**config.mk**
```make
export PLATFORM = sky130hd
export DESIGN_NAME = fpnorm
export DESIGN_NICKNAME = d
export VERILOG_FILES = /design/src/rtl/fpnorm_pkg.sv /design/src/rtl/fpexp.sv /design/src/rtl/fpnorm.sv
export SDC_FILE = /design/constraint.sdc
export NUM_CORES = 1
export LEC_CHECK = 0
export ABC_AREA = 1
export ABC_CLOCK_PERIOD_IN_PS = 2870
export CORE_ASPECT_RATIO = 1.25
export CORE_UTILIZATION = 35
export CTS_BUF_LIST = sky130_fd_sc_hd__clkbuf_8
export DETAILED_ROUTE_END_ITERATION = 6
export PLACE_DENSITY_LB_ADDON = 0.3
export RECOVER_POWER = 25
export REMOVE_ABC_BUFFERS = 1
export SLEW_MARGIN = 20
export SYNTH_ARGS = -nofsm -noshare
export SYNTH_HDL_FRONTEND = slang
export SYNTH_SLANG_ARGS = --single-unit
```
**constraint.sdc**
```tcl
create_clock -name clk_sys -period 2.87 [get_ports clk_sys]
set_input_delay 0.574 -clock clk_sys [delete_from_list [all_inputs] [get_ports clk_sys]]
set_output_delay 0.574 -clock clk_sys [all_outputs]
set_load 0.02 [all_outputs]
```
**src/rtl/fpnorm_pkg.sv**
```systemverilog
// Shared FPU definitions: normalization sequencer state encodings, exponent
// limits and small helpers used across the FPU mantissa/exponent modules.
package fpnorm_pkg;

    typedef enum logic [2:0] {
        ST_IDLE = 3'd0,
        ST_RSH  = 3'd1,
        ST_NORM = 3'd2,
        ST_UFLO = 3'd3,
        ST_DONE = 3'd4
    } norm_state_t;

    localparam logic signed [7:0] EXP_MAX = 8'sh7F;
    localparam logic signed [7:0] EXP_MIN = 8'sh80;

    // Two's-complement mantissa is normalized when sign and next bit differ.
    function automatic logic is_normalized(input logic b0, input logic b1);
        return b0 ^ b1;
    endfunction

endpackage

```
**src/rtl/fpexp.sv**
```systemverilog
// Exponent register for the normalization sequencer: load, saturating-free
// increment/decrement (guarded at the limits) and limit flags.
module fpexp
    import fpnorm_pkg::*;
#(
    parameter int EBITS = 8
) (
    input  logic             clk,
    input  logic             rst_n,
    input  logic             i_clr,
    input  logic             i_load,
    input  logic             i_inc,
    input  logic             i_dec,
    input  logic [EBITS-1:0] i_din,
    output logic [EBITS-1:0] o_exp,
    output logic             o_at_max,
    output logic             o_at_min
);

    localparam logic [EBITS-1:0] EMAX = {1'b0, {(EBITS-1){1'b1}}};
    localparam logic [EBITS-1:0] EMIN = {1'b1, {(EBITS-1){1'b0}}};
    localparam logic [EBITS-1:0] EONE = {{(EBITS-1){1'b0}}, 1'b1};

    logic [EBITS-1:0] r_exp;
    logic             w_at_max;
    logic             w_at_min;

    assign w_at_max = (r_exp == EMAX);
    assign w_at_min = (r_exp == EMIN);

    // Exponent register; the limit guards make wraparound impossible.
    always_ff @(posedge clk or negedge rst_n) begin
        if (!rst_n) begin
            r_exp <= '0;
        end else if (i_clr) begin
            r_exp <= '0;
        end else if (i_load) begin
            r_exp <= i_din;
        end else if (i_inc && !w_at_max) begin
            r_exp <= r_exp + EONE;
        end else if (i_dec && !w_at_min) begin
            r_exp <= r_exp - EONE;
        end else begin
            r_exp <= r_exp;
        end
    end

    assign o_exp    = r_exp;
    assign o_at_max = w_at_max;
    assign o_at_min = w_at_min;

endmodule

```
**src/rtl/fpnorm.sv**
```systemverilog
// Normalization sequencer: steps the T register one bit per clock until the
// mantissa is normalized, tracking the exponent and reporting zero/of/uf.
module fpnorm
    import fpnorm_pkg::*;
#(
    parameter int MBITS = 40,
    parameter int EBITS = 8
) (
    input  logic             clk_sys,
    input  logic             clr_,
    input  logic             start,
    input  logic             ovf,
    input  logic [EBITS-1:0] exp_in,
    input  logic             t0,
    input  logic             t1,
    input  logic             t_zero,
    output logic             shl,
    output logic             shr,
    output logic             t_1,
    output logic             t_clr,
    output logic [EBITS-1:0] exp_out,
    output logic [5:0]       nsh,
    output logic             busy,
    output logic             done,
    output logic             zero,
    output logic             of,
    output logic             uf
);

    localparam logic [5:0] NSH_LIMIT = 6'(MBITS - 1);

    norm_state_t r_state;
    norm_state_t w_state_nx;
    logic [5:0]  r_nsh;
    logic        r_zero;
    logic        r_of;
    logic        r_uf;

    logic        w_shl;
    logic        w_shr;
    logic        w_tclr;
    logic        w_exp_load;
    logic        w_exp_inc;
    logic        w_exp_dec;
    logic        w_exp_clr;
    logic        w_nsh_inc;
    logic        w_accept;
    logic        w_set_zero;
    logic        w_set_of;
    logic        w_set_uf;
    logic        w_at_max;
    logic        w_at_min;

    fpexp #(
        .EBITS(EBITS)
    ) u_fpexp (
        .clk     (clk_sys),
        .rst_n   (clr_),
        .i_clr   (w_exp_clr),
        .i_load  (w_exp_load),
        .i_inc   (w_exp_inc),
        .i_dec   (w_exp_dec),
        .i_din   (exp_in),
        .o_exp   (exp_out),
        .o_at_max(w_at_max),
        .o_at_min(w_at_min)
    );

    // State register.
    always_ff @(posedge clk_sys or negedge clr_) begin
        if (!clr_) begin
            r_state <= ST_IDLE;
        end else begin
            r_state <= w_state_nx;
        end
    end

    // Next-state and per-cycle shift/exponent controls.
    always_comb begin
        w_state_nx = r_state;
        w_shl      = 1'b0;
        w_shr      = 1'b0;
        w_tclr     = 1'b0;
        w_exp_load = 1'b0;
        w_exp_inc  = 1'b0;
        w_exp_dec  = 1'b0;
        w_exp_clr  = 1'b0;
        w_nsh_inc  = 1'b0;
        w_accept   = 1'b0;
        w_set_zero = 1'b0;
        w_set_of   = 1'b0;
        w_set_uf   = 1'b0;
        case (r_state)
            ST_IDLE: begin
                if (start) begin
                    w_accept   = 1'b1;
                    w_exp_load = 1'b1;
                    w_state_nx = ovf ? ST_RSH : ST_NORM;
                end else begin
                    w_state_nx = ST_IDLE;
                end
            end
            ST_RSH: begin
                if (w_at_max) begin
                    w_set_of   = 1'b1;
                    w_state_nx = ST_DONE;
                end else begin
                    w_shr      = 1'b1;
                    w_exp_inc  = 1'b1;
                    w_state_nx = ST_NORM;
                end
            end
            ST_NORM: begin
                if (t_zero) begin
                    w_exp_clr  = 1'b1;
                    w_set_zero = 1'b1;
                    w_state_nx = ST_DONE;
                end else if (is_normalized(t0, t1)) begin
                    w_state_nx = ST_DONE;
                end else if (w_at_min) begin
                    w_state_nx = ST_UFLO;
                end else if (r_nsh == NSH_LIMIT) begin
                    // Unreachable with a consistent datapath; bounds the loop anyway.
                    w_state_nx = ST_DONE;
                end else begin
                    w_shl      = 1'b1;
                    w_exp_dec  = 1'b1;
                    w_nsh_inc  = 1'b1;
                    w_state_nx = ST_NORM;
                end
            end
            ST_UFLO: begin
                w_tclr     = 1'b1;
                w_exp_clr  = 1'b1;
                w_set_uf   = 1'b1;
                w_set_zero = 1'b1;
                w_state_nx = ST_DONE;
            end
            ST_DONE: begin
                w_state_nx = ST_IDLE;
            end
            default: begin
                w_state_nx = ST_IDLE;
            end
        endcase
    end

    // Left-shift counter for the current operation.
    always_ff @(posedge clk_sys or negedge clr_) begin
        if (!clr_) begin
            r_nsh <= 6'd0;
        end else if (w_accept) begin
            r_nsh <= 6'd0;
        end else if (w_nsh_inc) begin
            r_nsh <= r_nsh + 6'd1;
        end else begin
            r_nsh <= r_nsh;
        end
    end

    // Result flags: cleared on an accepted start, held until the next one.
    always_ff @(posedge clk_sys or negedge clr_) begin
        if (!clr_) begin
            r_zero <= 1'b0;
            r_of   <= 1'b0;
            r_uf   <= 1'b0;
        end else if (w_accept) begin
            r_zero <= 1'b0;
            r_of   <= 1'b0;
            r_uf   <= 1'b0;
        end else begin
            r_zero <= r_zero | w_set_zero;
            r_of   <= r_of | w_set_of;
            r_uf   <= r_uf | w_set_uf;
        end
    end

    assign shl   = w_shl;
    assign shr   = w_shr;
    assign t_1   = w_shr & ~t0;
    assign t_clr = w_tclr;
    assign nsh   = r_nsh;
    assign busy  = (r_state != ST_IDLE);
    assign done  = (r_state == ST_DONE);
    assign zero  = r_zero;
    assign of    = r_of;
    assign uf    = r_uf;

endmodule
```
### Word level (Yosys, flattened, before mapping)

Index checks and enable logic that the tools add are counted.

| cells by class | value |
|---|---|
| reduce and logical (&&, ||, !) cells | 8 |
| shift operators | 0 |
| bitwise operators | 6 |
| order comparisons | 0 |
| equal/unequal tests | 7 |
| add/sub/neg operators | 3 |
| multiplexer cells | 31 |
| multiply operators | 0 |
| div/mod/pow operators | 0 |

Operators with widths:

| kind | number |
|---|---|
| two-way mux 8 bit | 4 |
| two-way mux 1 bit | 16 |
| two-way mux 3 bit | 5 |
| two-way mux 6 bit | 2 |
| case mux 3 bit (4 select lines) | 1 |
| adder 8 x 1 -> 8 bit (second input constant) | 1 |
| == test 8 x 7 -> 1 bit (second input constant) | 1 |
| == test 8 bit (second input constant) | 1 |
| subtractor 8 x 1 -> 8 bit (second input constant) | 1 |
| adder 6 x 1 -> 6 bit (second input constant) | 1 |
| == test 3 x 2 -> 1 bit (second input constant) | 2 |
| == test 6 bit (second input constant) | 1 |
| two-way mux 2 bit | 2 |
| nonzero test 4 bit | 1 |
| == test 3 x 1 -> 1 bit (second input constant) | 1 |
| == test 3 bit (second input constant) | 1 |
| logical NOT 3 bit | 1 |
| bitwise OR 1 bit | 3 |
| nonzero test 3 bit | 1 |
| logical AND 1 bit | 2 |
| logical NOT 1 bit | 2 |
| case mux 1 bit (2 select lines) | 1 |
| nonzero test 2 bit | 1 |
| AND 1 bit | 1 |
| 2 further kinds | 2 |

| storage, ports and cells | value |
|---|---|
| bits in latches | 0 |
| output and inout bits | 23 |
| memories | 0 |
| register bits | 20 |
| logic and storage cells | 61 |
| memory bits (writable) | 0 |
| memory bits (read-only) | 0 |

### Depth between registers and ports, before layout

Gate-level depths: netlist (run 1).

| depth | value |
|---|---|
| word-level depth | 11 |
| gate-level depth with buffers | 15 |
| mapped depth without buffers | 15 |

### Modules after synthesis

A second synthesis (run 1) with hierarchy kept.

| unflattened totals | value |
|---|---|
| cell total of the unflattened synthesis | 224 |
| area, all modules | 1,555.2 sq um |

By module, submodules not included:

| module | seq. area each (sq um) | area an instance (sq um) | times used | cells each |
|---|---|---|---|---|
| fpexp | 200.2 | 833.3 | 1 | 130 |
| fpnorm | 300.3 | 721.9 | 1 | 94 |

### Least setup slack after synthesis (run 1)

No wires, ideal clock.

| timing path | value |
|---|---|
| kind | register -> register |
| start | register r_state[2] |
| end | register u_fpexp.r_exp[7], in the netlist u_fpexp.o_exp[7] |
| cell stages (with the launch flop) | 11 |
| setup time | 0.117 ns |
| buffers on the path | 0 |
| slack | 0.692 ns |
| period minus slack after synthesis | 2.178 ns |
| data required time | 2.753 ns |
| arrival time | 2.061 ns |
| cell sequence | dfrtp_1 > nor3_2 > nand2_2 > ha_1 > or2_2 > nand3_1 > nand2_1 > nand3_1 > nand3_1 > nand2_1 > nand2_1 |

| on the way | value |
|---|---|
| word-level cells in the longest chain between the ends | 6 |
| elaborated cells between the ends (all ways) | 14 |

Ends and longest elaborated chain:

| element | line | RTL |
|---|---|---|
| start: declaration | fpnorm.sv:32 | `norm_state_t r_state;` |
| start signal: assignment | fpnorm.sv:74 | `r_state <= w_state_nx;` |
| == test 3 x 1 -> 1 bit | fpnorm.sv:93 | `case (r_state)` |
| two-way mux 1 bit | fpnorm.sv:93 |  |
| logical AND 1 bit | fpexp.sv:39 | `end else if (i_inc && !w_at_max) begin` |
| two-way mux 8 bit | fpexp.sv:39 |  |
| two-way mux 8 bit | fpexp.sv:37 | `end else if (i_load) begin` |
| two-way mux 8 bit | fpexp.sv:35 | `end else if (i_clr) begin` |
| end signal: assignment | fpexp.sv:38 | `r_exp <= i_din;` |
| end signal: assignment | fpexp.sv:40 | `r_exp <= r_exp + EONE;` |
| end signal: assignment | fpexp.sv:42 | `r_exp <= r_exp - EONE;` |
| end: declaration | fpexp.sv:24 | `logic [EBITS-1:0] r_exp;` |

Parallel ways exist; a longest one is shown, timed or not.
A chain may end at the register's enable or synchronous reset.

### Worst setup path in the final report (run 1)

| timing path | value |
|---|---|
| start | register u_fpexp.r_exp[0], in the netlist u_fpexp.o_exp[0] |
| end | output shr |

| on the way | value |
|---|---|
| word-level cells in the longest chain between the ends | 3 |

Ends and longest elaborated chain:

| element | line | RTL |
|---|---|---|
| == test 8 x 7 -> 1 bit | fpexp.sv:28 | `assign w_at_max = (r_exp == EMAX);` |
| two-way mux 1 bit | fpnorm.sv:104 | `if (w_at_max) begin` |
| two-way mux 1 bit | fpnorm.sv:93 |  |
| end: declaration | fpnorm.sv:18 | `output logic shr,` |

Every way passes these cells.

==> results of run 1 <==
[flip-flops by register name, indices dropped and copies added, names as in the netlist]
register	count
zero	1
of	1
u_fpexp.o_exp	8
r_state	3
uf	1
nsh	6
[report_power, final]
part           leakage [nW]  internal (mW)  switching (mW)
clock network        0.0288          0.122          0.0909
logic                 0.730          0.583           0.815
registers             0.262          0.378           0.132
[final cells by class]
type	count	share of cell area, %
timing repair buffer	41	19.84
inverter	29	5.410
sequential	20	24.88
multi-input combinational	162	43.66
clock buffer	4	2.736
tap	56	3.483
[worst max path at each step]
| stage | slack (ns) | to | startpoint | depth (start not counted) |
|---|---|---|---|---|
| after floorplan | 0.69 | u_fpexp.o_exp[7] | r_state[2] | 10 |
| after global placement | 0.12 | shl | t0 | 8 |
| after detailed placement | 0.09 | shl | t0 | 8 |
| after CTS | 0.09 | shl | t0 | 8 |
| after global routing | 0.16 | shr | u_fpexp.o_exp[0] | 6 |
| final | 0.31 | shr | u_fpexp.o_exp[0] | 6 |
[synth_stat cells]
| cell type | n | area [µm²] |
|---|---|---|
| nand2_2 | 6 | 37.54 |
| buf_4 | 1 | 7.510 |
| xor2_1 | 4 | 35.03 |
| inv_1 | 23 | 86.33 |
| nor2_4 | 1 | 11.26 |
| o31ai_1 | 2 | 15.01 |
| o21ai_0 | 5 | 25.02 |
| nand3b_1 | 2 | 15.01 |
| fa_1 | 1 | 20.02 |
| nor2_1 | 21 | 78.83 |
| nor3_2 | 1 | 10.01 |
| dfrtp_1 | 20 | 500.5 |
| nand2_4 | 1 | 11.26 |
| or2_2 | 1 | 6.260 |
| inv_2 | 6 | 22.52 |
| buf_2 | 1 | 5.000 |
| nor3_1 | 3 | 15.01 |
| xnor2_1 | 2 | 17.52 |
| nand4_1 | 2 | 12.51 |
| nand3_1 | 25 | 125.1 |
| nor2_2 | 3 | 18.77 |
| nand3_2 | 1 | 10.01 |
| o21ai_1 | 5 | 25.02 |
| clkbuf_1 | 1 | 3.750 |
| a21oi_1 | 4 | 20.02 |
| a21o_1 | 1 | 7.510 |
| nand2_1 | 59 | 221.5 |
| a31oi_1 | 1 | 6.260 |
| ha_1 | 8 | 100.1 |
| mux2i_1 | 1 | 10.01 |
| a21oi_4 | 1 | 16.27 |
| o211ai_1 | 1 | 7.510 |
[per-layer routing]
layer  track usage [%]  vias up
met5                 0        -
met4             6.818        0
met3             1.868        7
met2             30.65       34
met1             20.97      698
li1                  -      768
[stage by stage]
step                worst slack (ns)  instance area (µm²)  util, %
finish                        0.3110                 2012    49.08
global route                  0.1575                 2012    49.08
CTS                          0.09015                 2013    49.11
detailed placement           0.09017                 1958    47.77
global placement              0.1151                 1958    47.77
floorplan                     0.6893                 1488        -
[critical path: cells and delay by family (launching register included)]
family,cells,cell delay [ns]
AND/OR/NAND/NOR,4,0.63
flip-flops,1,0.49
buffers and inverters,2,0.62
[cells by family after synthesis]
kind of cell / count (synthesis) / share of synthesized area [%]
compound gates: 20 / 8.153
xor+xnor: 6 / 3.494
fa+ha+maj: 9 / 7.987
buf+inv: 32 / 8.319
flops: 20 / 33.28
mux: 1 / 0.6656
simple gates: 126 / 38.10
[repair_timing]
| action | CTS | global route |
|---|---|---|
| gates resized for setup | 0 | 1 |
| setup endpoints to repair | 0 | 1 |
| hold buffers | 0 | 0 |
==> results.cfg, run 1 <==
[floorplan]
dieArea_um2 = 4565
rows = 26
core_um2 = 4099
initial_core_util_pct = 36.69
dieHeight_um = 75.29
io_pins = 38
die_w_um = 60.63

[min_path]
min_path_cells = 2
hp-start = zero
hold_class = reg2reg
min_to = zero

[logic_synthesis]
synth_area_per_cell_um2 = 7.028
synth_cell_types = 32
synthCells = 214
syn_area_um2 = 1504
synth_seq_cells = 20
ys_seq_area_share_pct = 33.28
yosys_warnings = 0

[routing]
antenna_left = 0
vias = 1507
drc = 0
finalWirelength_um = 3582
firstDrtPassIters = 5
wl_per_cell_um = 11.48
dr.max_layer_used = met4
wl_met2_um = 1760
vias_per_cell = 4.830
dr_wl_met3_um = 121
drtIter0Drc = 55
met1_length_um = 1630

[flow_run]
cap_violations = 0

[placed_design]
hpwl_um = 2753
gp_congestion = 0.8128
place_inst = 308
portBuffers = 37

[grt]
antenna_found_initial = 0
grt_overflow = 0
grt_usage_pct = 17.20
grt_pass1_vias = 1423
grt_pass1_wl_um = 6016
grt_start_max_net_pins = 21

[cells_and_area]
syn_to_final_growth_pct = 33.78
drive_gt1_share_pct = 10.94
num-fill-cells = 444
final_cells = 312
antenna_cells = 0
final_cell_mix = 59 x nand2_1, 35 x clkdlybuf4s50_1, 25 x nand3_1
fin_nets = 281
final_common_cell = nand2_1
ff_latch_area_um2 = 500.5
multi_input_comb_area_um2 = 878.3

[clock_network]
cts_buffers = 3
cts_num_sinks = 20
clk_latency_ns = 0.25
cts_root_buf = clkbuf_8
cts_tree = built
clockBufferDepth = 2
clk_pin_slew_ns = 0.07
post_cts_buffers = 0
h-tree-depth = 1

[setup_path]
rr_worst_depth = 12
crit_slowest_cell = clkdlybuf4s50_1
crit_path_start_kind = flop
arrival_ns = 1.99
critPathMaxStageDelay_ns = 0.54
required_ns = 2.30
cpMostUsedCell = nand2_2
crit_chain = nand2_1, nor2_2, nand2_2, nand2_2, inv_1, clkdlybuf4s50_1
r2r-end = u_fpexp.o_exp[7]
ff2ff_setup_slack_ns = 0.54
r2r-start = u_fpexp.o_exp[0]
path_max_fanout = 12
end_kind = primary output
path_class = reg2out

[sta]
setup_viol = 0
slew_headroom_pct = 25.05
whs_ns = 0.5067
period_needed_ns = 2.559
clock_skew_ns = 0.001316
period_share_pct = 89.16
hold_viol = 0
drv_slew = 0
rsz0062_at_grt = false
worstMarginPinSlew_ns = 1.124
fmax_ghz = 0.3908
setup_tns_ns = 0

[power]
total_power_mw = 2.120
cellPowerDensity_nw_per_um2 = 1054
leakage_nw = 1.022
ir_worst_vdd_mv = 0.4918

[status]
status = completed
Power figures use the tool's default switching activity.
==> run 2, diff against run 1 <==
CTS_CLUSTER_SIZE = 30   (was not set)
SKIP_CTS_REPAIR_TIMING = 1   (was not set)
==> results of run 2 <==
The final DEF is identical to that of run 1; final timing and power are the same.
